$ cat config.mk
export PLATFORM = sky130hd
export DESIGN_NAME = leaf_tx_scheduler
export DESIGN_NICKNAME = d
export VERILOG_FILES = /design/src/rtl/leaf_tx_scheduler.sv
export SDC_FILE = /design/constraint.sdc
export NUM_CORES = 1
export LEC_CHECK = 0
export BUFFER_PORTS_ARGS = -buffer_cell sky130_fd_sc_hd__buf_2
export CORE_MARGIN = 10
export CORE_UTILIZATION = 33
export CTS_CLUSTER_SIZE = 20
export DETAILED_ROUTE_END_ITERATION = 8
export SKIP_CTS_REPAIR_TIMING = 1
export SLEW_MARGIN = 20
export SYNTH_ARGS = -nofsm -noshare
export SYNTH_HDL_FRONTEND = slang
export SYNTH_SLANG_ARGS = --single-unit
$ cat constraint.sdc
create_clock -name clk_bft -period 9.95 [get_ports clk_bft]
set_input_delay 1.99 -clock clk_bft [delete_from_list [all_inputs] [get_ports clk_bft]]
set_output_delay 1.99 -clock clk_bft [all_outputs]
set_load 0.05 [all_outputs]
$ cat src/rtl/leaf_tx_scheduler.sv
// leaf_tx_scheduler: round-robin, credit-gated mux of user streams onto one registered BFT packet (user vld/ack in, dout_pkt/dout_ready out, cfg table + credit returns)
module leaf_tx_scheduler #(
  parameter int NUM_IN_PORTS = 4,
  parameter int PAYLOAD_BITS = 32,
  parameter int NUM_LEAF_BITS = 5,
  parameter int NUM_PORT_BITS = 4,
  parameter int NUM_ADDR_BITS = 7,
  parameter int CREDIT_INIT = 128,
  parameter int FREESPACE_UPDATE_SIZE = 64,
  parameter int PACKET_BITS = 1 + NUM_LEAF_BITS + NUM_PORT_BITS + NUM_ADDR_BITS + PAYLOAD_BITS,
  parameter int SEL_BITS = (NUM_IN_PORTS > 1) ? $clog2(NUM_IN_PORTS) : 1
) (
  input  logic                             clk_bft,
  input  logic                             reset_bft,
  input  logic [NUM_IN_PORTS*PAYLOAD_BITS-1:0] din_user,
  input  logic [NUM_IN_PORTS-1:0]          vld_user,
  output logic [NUM_IN_PORTS-1:0]          ack_user,
  input  logic [NUM_IN_PORTS-1:0]          credit_upd,
  input  logic                             cfg_we,
  input  logic [SEL_BITS-1:0]              cfg_sel,
  input  logic                             cfg_en,
  input  logic [NUM_LEAF_BITS-1:0]         cfg_leaf,
  input  logic [NUM_PORT_BITS-1:0]         cfg_port,
  output logic [PACKET_BITS-1:0]           dout_pkt,
  input  logic                             dout_ready,
  output logic [NUM_IN_PORTS*8-1:0]        credit_cnt_dbg
);
  logic en_tab [NUM_IN_PORTS];
  logic [NUM_LEAF_BITS-1:0] leaf_tab [NUM_IN_PORTS];
  logic [NUM_PORT_BITS-1:0] port_tab [NUM_IN_PORTS];
  logic [NUM_ADDR_BITS-1:0] addr [NUM_IN_PORTS];
  logic [7:0] credit [NUM_IN_PORTS];
  logic [7:0] cred_nxt [NUM_IN_PORTS];
  logic [NUM_IN_PORTS-1:0] elig;
  logic [SEL_BITS-1:0] rr_ptr, gnt_idx;
  logic gnt_vld, load;
  logic [PAYLOAD_BITS-1:0] din_sel;
  logic [9:0] sum;
  assign load = ~dout_pkt[PACKET_BITS-1] | dout_ready;
  always_comb begin
    elig = '0;
    gnt_idx = '0;
    gnt_vld = 1'b0;
    din_sel = '0;
    ack_user = '0;
    credit_cnt_dbg = '0;
    sum = '0;
    for (int i = 0; i < NUM_IN_PORTS; i++) elig[i] = vld_user[i] & en_tab[i] & (credit[i] != 8'd0);
    for (int k = NUM_IN_PORTS; k >= 1; k--)
      if (elig[(int'(rr_ptr) + k) % NUM_IN_PORTS]) begin
        gnt_idx = SEL_BITS'((int'(rr_ptr) + k) % NUM_IN_PORTS);
        gnt_vld = load & ~reset_bft;
      end
    for (int i = 0; i < NUM_IN_PORTS; i++) begin
      ack_user[i] = gnt_vld && gnt_idx == SEL_BITS'(i);
      din_sel |= ack_user[i] ? din_user[i*PAYLOAD_BITS +: PAYLOAD_BITS] : '0;
      sum = 10'(credit[i]) + (credit_upd[i] ? 10'(FREESPACE_UPDATE_SIZE) : 10'd0) - {9'd0, ack_user[i]};
      cred_nxt[i] = sum > 10'(CREDIT_INIT) ? 8'(CREDIT_INIT) : sum[7:0];
      credit_cnt_dbg[i*8 +: 8] = credit[i];
    end
  end
  always_ff @(posedge clk_bft) begin
    if (reset_bft) begin
      dout_pkt <= '0;
      rr_ptr <= SEL_BITS'(NUM_IN_PORTS - 1);
      for (int i = 0; i < NUM_IN_PORTS; i++) begin
        en_tab[i] <= 1'b0;
        leaf_tab[i] <= '0;
        port_tab[i] <= '0;
        addr[i] <= '0;
        credit[i] <= 8'(CREDIT_INIT);
      end
    end else begin
      if (load) dout_pkt <= gnt_vld ? {1'b1, leaf_tab[gnt_idx], port_tab[gnt_idx], addr[gnt_idx], din_sel} : '0;
      if (gnt_vld) begin
        rr_ptr <= gnt_idx;
        addr[gnt_idx] <= addr[gnt_idx] + 1'b1;
      end
      if (cfg_we) begin
        en_tab[cfg_sel] <= cfg_en;
        leaf_tab[cfg_sel] <= cfg_leaf;
        port_tab[cfg_sel] <= cfg_port;
      end
      for (int i = 0; i < NUM_IN_PORTS; i++) credit[i] <= cred_nxt[i];
    end
  end
endmodule

==> impl_results.md, run 1 <==
- Routability cong.: between 0.8 and 0.9
- Gr ovfl total: 0
- R2r worst-path depth: 23
- First-pass GRT wire length: 40,230 um
- Area delta synth->final: 26.27%
- Fin crit share: a little over 70%
- Hold WS: 439.8 ps
- Share of layout cells above drive strength 1: 27.43%
- H-Tree Level Count: 4
- Worst R2R Setup Slack: around 4200 ps
- Slowest stage cell, crit path: inv_1
- Clk root buf: clkbuf_16
- IO Count: 237
- FP Rows: 57
- Critical Path Sink Type: output port
- Antenna violations before repair: 6
- Worst hold path type: reg2reg
- Synth top cells by count: 106 x nand2_1, 98 x a21oi_1, 83 x dfxtp_1
- Leak: 4.473 nW
- Max Cap Viol: 0
- CP max FO: 57
- Cts bufs inserted: 17
- Crit-path cells: buf_2 -> nand2_1 -> a31oi_1 -> o221ai_1 -> and2_2 -> buf_4 -> nor2_1 -> nand2_1 -> inv_1 -> buf_2
- TritonCTS clock tree: done
- Cell count after synthesis: 860
- Startpoint of the worst hold path: dout_pkt[37]$_SDFFE_PP0N_
- Count leader, synth: nand2_1
- Largest delay share family, worst path: buffers and inverters
- Global routing met3 resource utilization: 3.655%
- DRC viols: 0
- DP Wirelength: 20,480 um
- Hold Path Cell Cnt: 2
- Vias in the first global route: 7,282
- End of the worst register-to-register path: credit[1][5]$_SDFF_PP0_
- Worst VDD drop: 166.4 uV
- Worst Tran Pin Value: 1046 ps
- Fin area: 0.01032 sq mm
- TritonRoute pass-1 iters: 5
- Post-synth net total: ~1,100
- Buf/Inv on CP: 4
- Yosys top cell area share: 24.98%
- Worst R2R Start: credit[1][2]$_SDFF_PP0_
- Yosys warning total: 0
- Post-DRT Antenna Nets: 0
- Hold Path End: dout_pkt[37]$_SDFFE_PP0N_
- Initial drt markers: between 400 and 500
- Final setup fails: 0
- Sequential area share after synthesis: 45.32%
- Clock Path Buffers: 2
- EDFF count, synth: 68
- CORE AREA: ~0.024 sq mm
- CP startpoint kind: input port
- Final min period: 7062 ps
- WS Path Type: in2out
- Outcome: finished clean
- Nets: 1,297
- Die ar.: roughly 0.031 sq mm
- Synth top area cells: edfxtp_1 25%, dfxtp_1 20%, ha_1 8.1%
- Synth area leader: edfxtp_1
- Synth async-reset ratio: 0%
- Most used DFF post-synth: dfxtp_1
- Cell area power density: between 200 and 300 mW/mm^2
- Power Total: 2.852 mW
- Yosys cell types: 58
- Critical Path Max Stage Delay: 650 ps
- Fmax: 141.6 MHz
- Worst setup margin: 2888 ps
- Die Y: 177.4 um
- Post-DR vias/cell: about 5
- Met1 Use GR: ~19%
- Clock latency on the worst-skew pair: 430 ps
- Worst EP arrival: 5070 ps
- Via count: 7,146
- Post-Place Setup Slack: 2899 ps
- Fill count: 2,419
- Slew Limit Headroom: between 30% and 40%
- DR WL/cell: 18.97 um
- Total wire length: 27,150 um
- Die Wd: 177.4 um
- RSZ-0062 raised after global routing: no
- Final Hold Viols: 0
- I/O Buffers: 236
- Largest net degree at the start of global routing: 58
- Post-DP Area: 0.009696 sq mm
- CTS Sinks: roughly 150
- Required time of the critical path: 7960 ps
- Syn avg cell area: roughly 9.5 sq um
- Clock skew: 10.31 ps
- Met2 Use GR: 28.16%
- Worst-path clk slew: 70 ps
- Global Route Usage Sum: 16.42%
- GR peak layer: met2
- Synthesized flop and latch total: 151
- Initial Util: 33.61%
- Final Slew Violations: 0
- Setup tns final: 0 ps
- Post-synthesis cell area: between 0.008 and 0.009 sq mm
-- sequential cells by signal, indices dropped and copies added (netlist names) --
name and flops:
leaf_tab 20, rr_ptr 2, dout_pkt 49, en_tab 4, credit 32, addr 28
port_tab 16
-- placed cells by master, fill, tap and decap left out, drive strengths merged, types with 4 or more instances in the layout --
cell and count:
and2 42, nor3 28, nor4 5, or3 9
a211oi 5, fa 4, o21bai 13, a222oi 6
a21boi 4, mux2i 27, nor3b 5, ha 53
inv 71, mux2 5, nor2 23, a21o 5
a21oi 98, xnor2 15, or2 5, a22oi 33
nand3 5, nand2 106, nand4 4, diode 6
o21ai 46, edfxtp 68, xor2 8, dfxtp 83
buf 247, nand2b 9, nor2b 6, clkbuf 21
-- per-stage QoR --
step | util, % | std cells
global placement | 39.87 | 1393
CTS | 42.36 | 1425
floorplan | - | 860
global route | 42.40 | 1428
finish | 42.43 | 1431
detailed placement | 39.87 | 1393
-- where the power goes --
part	total, mW	internal (mW)	switching (mW)
Sequential	0.816	0.756	0.0596
Combinational	1.37	0.461	0.909
Clock	0.666	0.396	0.270
-- tightest hold or removal path, delay by kind of cell (launching register included) --
kind / cells / cell delay, ps
flip-flops: 1 / 310
AND/OR/NAND/NOR: 2 / 90
-- cell type report --
type	instances	area, sq um	share of cell area (%)
multi-input combinational	606	4083	39.56
clock inverter	11	133.9	1.297
tap	324	405.4	3.928
antenna	6	15.01	0.1455
inverter	65	244.0	2.364
sequential	151	3704	35.89
timing repair buffer	247	1264	12.25
clock buffer	21	471.7	4.571
-- how the worst max path moves through the flow --
stage                     slack, ps  depth (start not counted)         from                      end
after global placement         3050                         22  vld_user[2]  credit[2][7]$_SDFF_PP1_
after CTS                      2900                          9  vld_user[2]              ack_user[1]
after floorplan                3610                         21  vld_user[0]  credit[2][7]$_SDFF_PP1_
after global routing           2700                          9  vld_user[2]              ack_user[1]
final                          2890                         10  vld_user[0]              ack_user[1]
after detailed placement       2900                         22  vld_user[2]  credit[2][7]$_SDFF_PP1_
-- kinds of logic (layout without fill, tap and decap cells) --
| group | count (synthesis) | in the layout | share of synthesized area [%] |
|---|---|---|---|
| xor+xnor | 23 | 23 | 2.465 |
| simple gates | 257 | 257 | 15.97 |
| mux | 32 | 32 | 3.996 |
| flops | 151 | 151 | 45.32 |
| buf+inv | 103 | 344 | 4.945 |
| compound gates | 237 | 237 | 18.22 |
| other cells | 0 | 6 | 0 |
| fa+ha+maj | 57 | 57 | 9.094 |
-- layer usage --
metal / wire length (um) / vias up
met3: 1553 / 38
li1: - / 3526
met4: 671 / 0
met1: 11170 / 3378
met2: 13760 / 204
met5: 0 / -
Power figures use the tool's default switching activity.
==> run 2, diff against run 1 <==
==> constraint.sdc (replaced) <==
create_clock -name clk_bft -period 6.7 [get_ports clk_bft]
set_input_delay 1.34 -clock clk_bft [delete_from_list [all_inputs] [get_ports clk_bft]]
set_output_delay 1.34 -clock clk_bft [all_outputs]
set_load 0.05 [all_outputs]
==> run 2 against run 1 <==
  * Setup slack got worse by 1600 ps
  * Cell count is 0.14% higher
  * Clock-buffer cell count is 3 lower
  * Critical endpoint is now ack_user[3]
==> impl_results.md, run 2 (same netlist as run 1, synthesis figures left out) <==
- Critical Path Max Stage Delay: 600 ps
- Leak: 4.477 nW
- Biggest regs: dout_pkt: 49 flops, credit: 32 flops, addr: 28 flops
- Placed Cells: 1,397
- Max Cap Viol: 0
- DR WL/cell: around 19 um
- Share of layout cells above drive strength 1: 28.12%
- Critical Path Sink Type: output port
- Final Hold Viols: 0
- H-Tree Level Count: 4
- Clock latency on the worst-skew pair: 430 ps
- Via count: slightly above 7,000
- Fin crit share: 80.06%
- Outcome: finished clean
- Fill count: between 2,000 and 2,500
- Worst hold path type: reg2reg
- Clk root buf: clkbuf_16
- Die Wd: 177.4 um
- Non-Filler Instances: 1,433
- Cell area power density: 406.3 mW/mm^2
- Post-DR vias/cell: between 4 and 5
- CP max FO: between 50 and 60
- Post-DRT Antenna Nets: 0
- Fmax: ~190 MHz
- Setup tns final: 0 ps
- DRC viols: 0
- Routability cong.: 0.8906
- Initial Util: 33.61%
- Initial drt markers: 491
- Max FFs per register: just under 50
- Final setup fails: 0
- Clock Path Buffers: 2
- CTS Sinks: 151
- Global Route Usage Sum: 16.72%
- Vias in the first global route: 7,235
- Crit-path cells: buf_2 -> nand2_1 -> a31oi_1 -> o32a_1 -> and2_2 -> buf_4 -> nand2_1 -> nor2_1 -> buf_2
- Area delta synth->final: 26.55%
- Final min period: between 5000 and 6000 ps
- Total wire length: 27,090 um
- First-pass GRT wire length: 41,190 um
- Commonest non-fill, non-tap cell in the layout: buf_2
- FP Rows: 57
- I/O Buffers: 236
- WS Path Type: in2out
- Final Slew Violations: 0
- Largest net degree at the start of global routing: 57
- IO Count: between 200 and 250
- Register area: 0.003704 sq mm
- Nets: 1,302
- Cts bufs inserted: 17
- Gr ovfl total: 0
- Slowest stage cell, crit path: buf_4
- Antenna violations before repair: 3
- DP Wirelength: 20,270 um
- Most flop-heavy register: dout_pkt
- TritonRoute pass-1 iters: 5
- TritonCTS clock tree: done
- Most frequent cells in the layout: 236 x buf_2, 106 x nand2_1, 98 x a21oi_1, 83 x dfxtp_1, 68 x edfxtp_1
- CORE AREA: roughly 0.024 sq mm
- Clock skew: 7.884 ps
- Slew Limit Headroom: about 50%
- Worst EP arrival: approximately 4000 ps
- Die Y: 177.4 um
- Power Total: 4.203 mW
- CP startpoint kind: input port
- Multi-input gate area: 0.004090 sq mm
- Die ar.: 0.03146 sq mm
- Required time of the critical path: 5360 ps
- Worst-path clk slew: 60 ps
- RSZ-0062 raised after global routing: no
- Worst VDD drop: 182.3 uV
- Hold WS: 446.0 ps
- Worst Tran Pin Value: 768.0 ps
## run 2: worst paths after layout
check                                                from                        end  slack, ps  cells after the start
worst max-delay path                          vld_user[2]                ack_user[3]       1340                      9
worst min-delay path            dout_pkt[37]$_SDFFE_PP0N_  dout_pkt[37]$_SDFFE_PP0N_        450                      2
worst max register to register    credit[1][2]$_SDFF_PP0_    credit[3][5]$_SDFF_PP0_       1430                     22
worst min register to register  dout_pkt[37]$_SDFFE_PP0N_  dout_pkt[37]$_SDFFE_PP0N_        450                      2
## run 2: critical path: cells and delay by family
kind                   cells  cell delay (ps)
and+or+nand+nor            4              920
AOI/OAI and AO/OA          2              720
buffers and inverters      3             1030
## run 2: routing by layer
| layer | track usage, % | share of wire (%) | wire, um | up-vias |
|---|---|---|---|---|
| li1 | - | - | - | 3545 |
| met1 | 20.20 | 41 | 11090 | 3368 |
| met2 | 28.74 | 52 | 13990 | 193 |
| met3 | 3.442 | 5.5 | 1487 | 33 |
| met4 | 6.183 | 1.9 | 524 | 0 |
| met5 | 0 | 0 | 0 | - |
## run 2: layout make-up
| class | instances | share of cell area [%] |
|---|---|---|
| well taps | 324 | 3.920 |
| multi-input cells | 606 | 39.55 |
| diodes | 3 | 0.07259 |
| clock inverters | 14 | 1.343 |
| inverters | 65 | 2.359 |
| clock buffers | 18 | 4.246 |
| repair buffers | 252 | 12.70 |
| flip-flops and latches | 151 | 35.81 |
## run 2: power by group
group,switching [mW],leakage [nW],internal [mW]
Sequential,0.0839,1.36,1.12
Clock,0.422,0.271,0.530
Combinational,1.35,2.85,0.693
## run 2: stage by stage
stage | worst slack, ps | utilization (%) | area (sq um)
global placement | 1125 | 39.99 | 9726
floorplan | 1009 | - | 8173
detailed placement | 891.8 | 39.99 | 9726
finish | 1336 | 42.53 | 10340
CTS | 1268 | 42.37 | 10300
global route | 821.3 | 42.51 | 10340
==> run 3, diff against run 2 <==
==> constraint.sdc (replaced) <==
create_clock -name clk_bft -period 4.58 [get_ports clk_bft]
set_input_delay 0.916 -clock clk_bft [delete_from_list [all_inputs] [get_ports clk_bft]]
set_output_delay 0.916 -clock clk_bft [all_outputs]
set_load 0.05 [all_outputs]
==> run 3 against run 2 <==
  * Setup slack worse by 980 ps
  * Cell count grew 0.77%
  * Via count is 0.66% higher
  * Die area unchanged
  * Total power up 51%
  * Sequential power is 47% higher
  * Routed wire length decreased by 0.18%
  * Flip-flop and latch count unchanged
  * Global-route usage is 0.17 points lower
  * Final area increased by 2.1%
  * Clock-buffer cell count up 4
  * Hold slack got worse by 5.9 ps
  * Critical endpoint is now credit[2][7]$_SDFF_PP1_
  * Highest routed layer is now met5
==> impl_results.md, run 3 (same netlist as run 1, synthesis figures left out) <==
- Outcome: finished clean
- Hold WS: 440.1 ps
- Post-DR vias/cell: 4.976
- FP Rows: 57
- Clock latency on the worst-skew pair: approximately 420 ps
- Initial drt markers: 551
- Largest net degree at the start of global routing: 56
- Global routing met3 resource utilization: 4.377%
- Leak: 4.570 nW
- Global Route Usage Sum: 16.55%
- Register area: approximately 0.0037 sq mm
- Clock Path Buffers: 2
- Final min period: 4224 ps
- Worst EP arrival: 4520 ps
- Share of layout cells above drive strength 1: a little under a third
- Final Slew Violations: 0
- Max FFs per register: 49
- RSZ-0062 raised after global routing: no
- GR peak layer: met2
- Worst VDD drop: 267.6 uV
- First-pass GRT wire length: ~41,000 um
- Fill count: 2,372
- Non-Filler Instances: 1,444
- Cell area power density: about 600 mW/mm^2
- CORE AREA: 0.02432 sq mm
- Met2 Use GR: 28.05%
- WS Path Type: reg2reg
- Die Y: 177.4 um
- Critical Path Sink Type: flop
- Commonest non-fill, non-tap cell in the layout: buf_2
- CP startpoint kind: flop
- Area delta synth->final: 29.15%
- Max Cap Viol: 0
- Worst Tran Pin Value: about 1000 ps
- Final setup fails: 0
- Total wire length: 27,040 um
- Met1 Use GR: 19.82%
- Clock skew: 11.09 ps
- Most flop-heavy register: dout_pkt
- CP max FO: 5
- Die Wd: 177.4 um
- Gr ovfl total: 0
- Post-Route Utilization: 43.40%
- I/O Buffers: about 240
- Biggest regs: dout_pkt: 49 flops, credit: 32 flops, addr: 28 flops
- Die ar.: 0.03146 sq mm
- Antenna violations before repair: 7
- Worst hold path type: reg2reg
- Fin crit share: 92.23%
- TritonRoute pass-1 iters: 5
- Required time of the critical path: about 4900 ps
- Initial Util: approximately a third
- Routability cong.: 0.8732
- Nets: 1,311
- Vias in the first global route: 7,206
- Clk root buf: clkbuf_16
- Placed Cells: approximately 1,400
- TritonCTS clock tree: done
- Fmax: 236.7 MHz
- DR WL/cell: about 19 um
- DRC viols: 0
- Cts bufs inserted: 17
- Via count: 7,186
- Multi-input gate area: 0.004174 sq mm
- Post-DRT Antenna Nets: 0
- Setup tns final: 0 ps
- DP Wirelength: 20,370 um
- Most frequent cells in the layout: 236 x buf_2, 105 x nand2_1, 98 x a21oi_1, 68 x edfxtp_1, 67 x dfxtp_1
- Worst-path clk slew: 70 ps
- Slew Limit Headroom: 31.94%
- IO Count: 237
- CTS Sinks: 151
- H-Tree Level Count: 4
- Power Total: between 6 and 7 mW
- Final Hold Viols: 0
-- run 3: changes by cell type in the layout (fill, tap and decap cells not counted), moves of 3 or more --
cell        previous run  this run
dfxtp_1               83        67
nor2_1                21        18
clkinvlp_4             4         1
dfxtp_2                0        15
clkbuf_1               0         3
o21ai_0               46        43
inv_6                  6         1
buf_4                 15        25
-- run 3: worst max-delay path, stage by stage, from the launching register on --
cell	delay, ps
dfxtp_2	340
inv_1	70
ha_1	200
nand4bb_4	140
o311a_1	360
o221ai_2	200
buf_4	180
nand2_1	90
nor2_2	130
nand2_1	100
inv_2	80
ha_1	130
inv_1	40
ha_1	190
fa_1	380
nor2b_1	170
o21ai_1	180
a21oi_1	90
o21ai_1	120
nand2b_1	90
xor2_1	160
a221o_1	330
or3_1	310
-- run 3: layout make-up --
class,count,share of cell area (%)
multi-input combinational,606,39.54
clock inverter,10,1.340
clock buffer,22,4.505
antenna,5,0.1185
timing repair buffer,261,12.97
sequential,151,35.30
tap,324,3.841
inverter,65,2.383
-- run 3: through the flow --
step                cell area [sq um]  setup WS, ps
floorplan                        8282         4.285
global placement                 9869         121.2
detailed placement               9869         96.95
CTS                             10490         237.4
global route                    10550         14.47
finish                          10560         355.8
-- run 3: path summary, 6_finish.rpt --
check,slack [ps],cells after the start,endpoint,from
max,360,22,credit[2][7]$_SDFF_PP1_,credit[1][2]$_SDFF_PP0_
max reg2reg,360,22,credit[2][7]$_SDFF_PP1_,credit[1][2]$_SDFF_PP0_
min,440,2,dout_pkt[37]$_SDFFE_PP0N_,dout_pkt[37]$_SDFFE_PP0N_
min reg2reg,440,2,dout_pkt[37]$_SDFFE_PP0N_,dout_pkt[37]$_SDFFE_PP0N_
-- run 3: report_power, final --
part           internal, mW  switching [mW]  leakage [nW]
Clock                 0.908           0.562         0.301
Sequential             1.65           0.124          1.37
Combinational          1.10            2.00          2.90
-- run 3: routing by layer --
metal	vias up	part of all wire, %
li1	3544	-
met1	3403	42
met2	199	50
met3	36	6.0
met4	4	2.1
met5	-	0.078
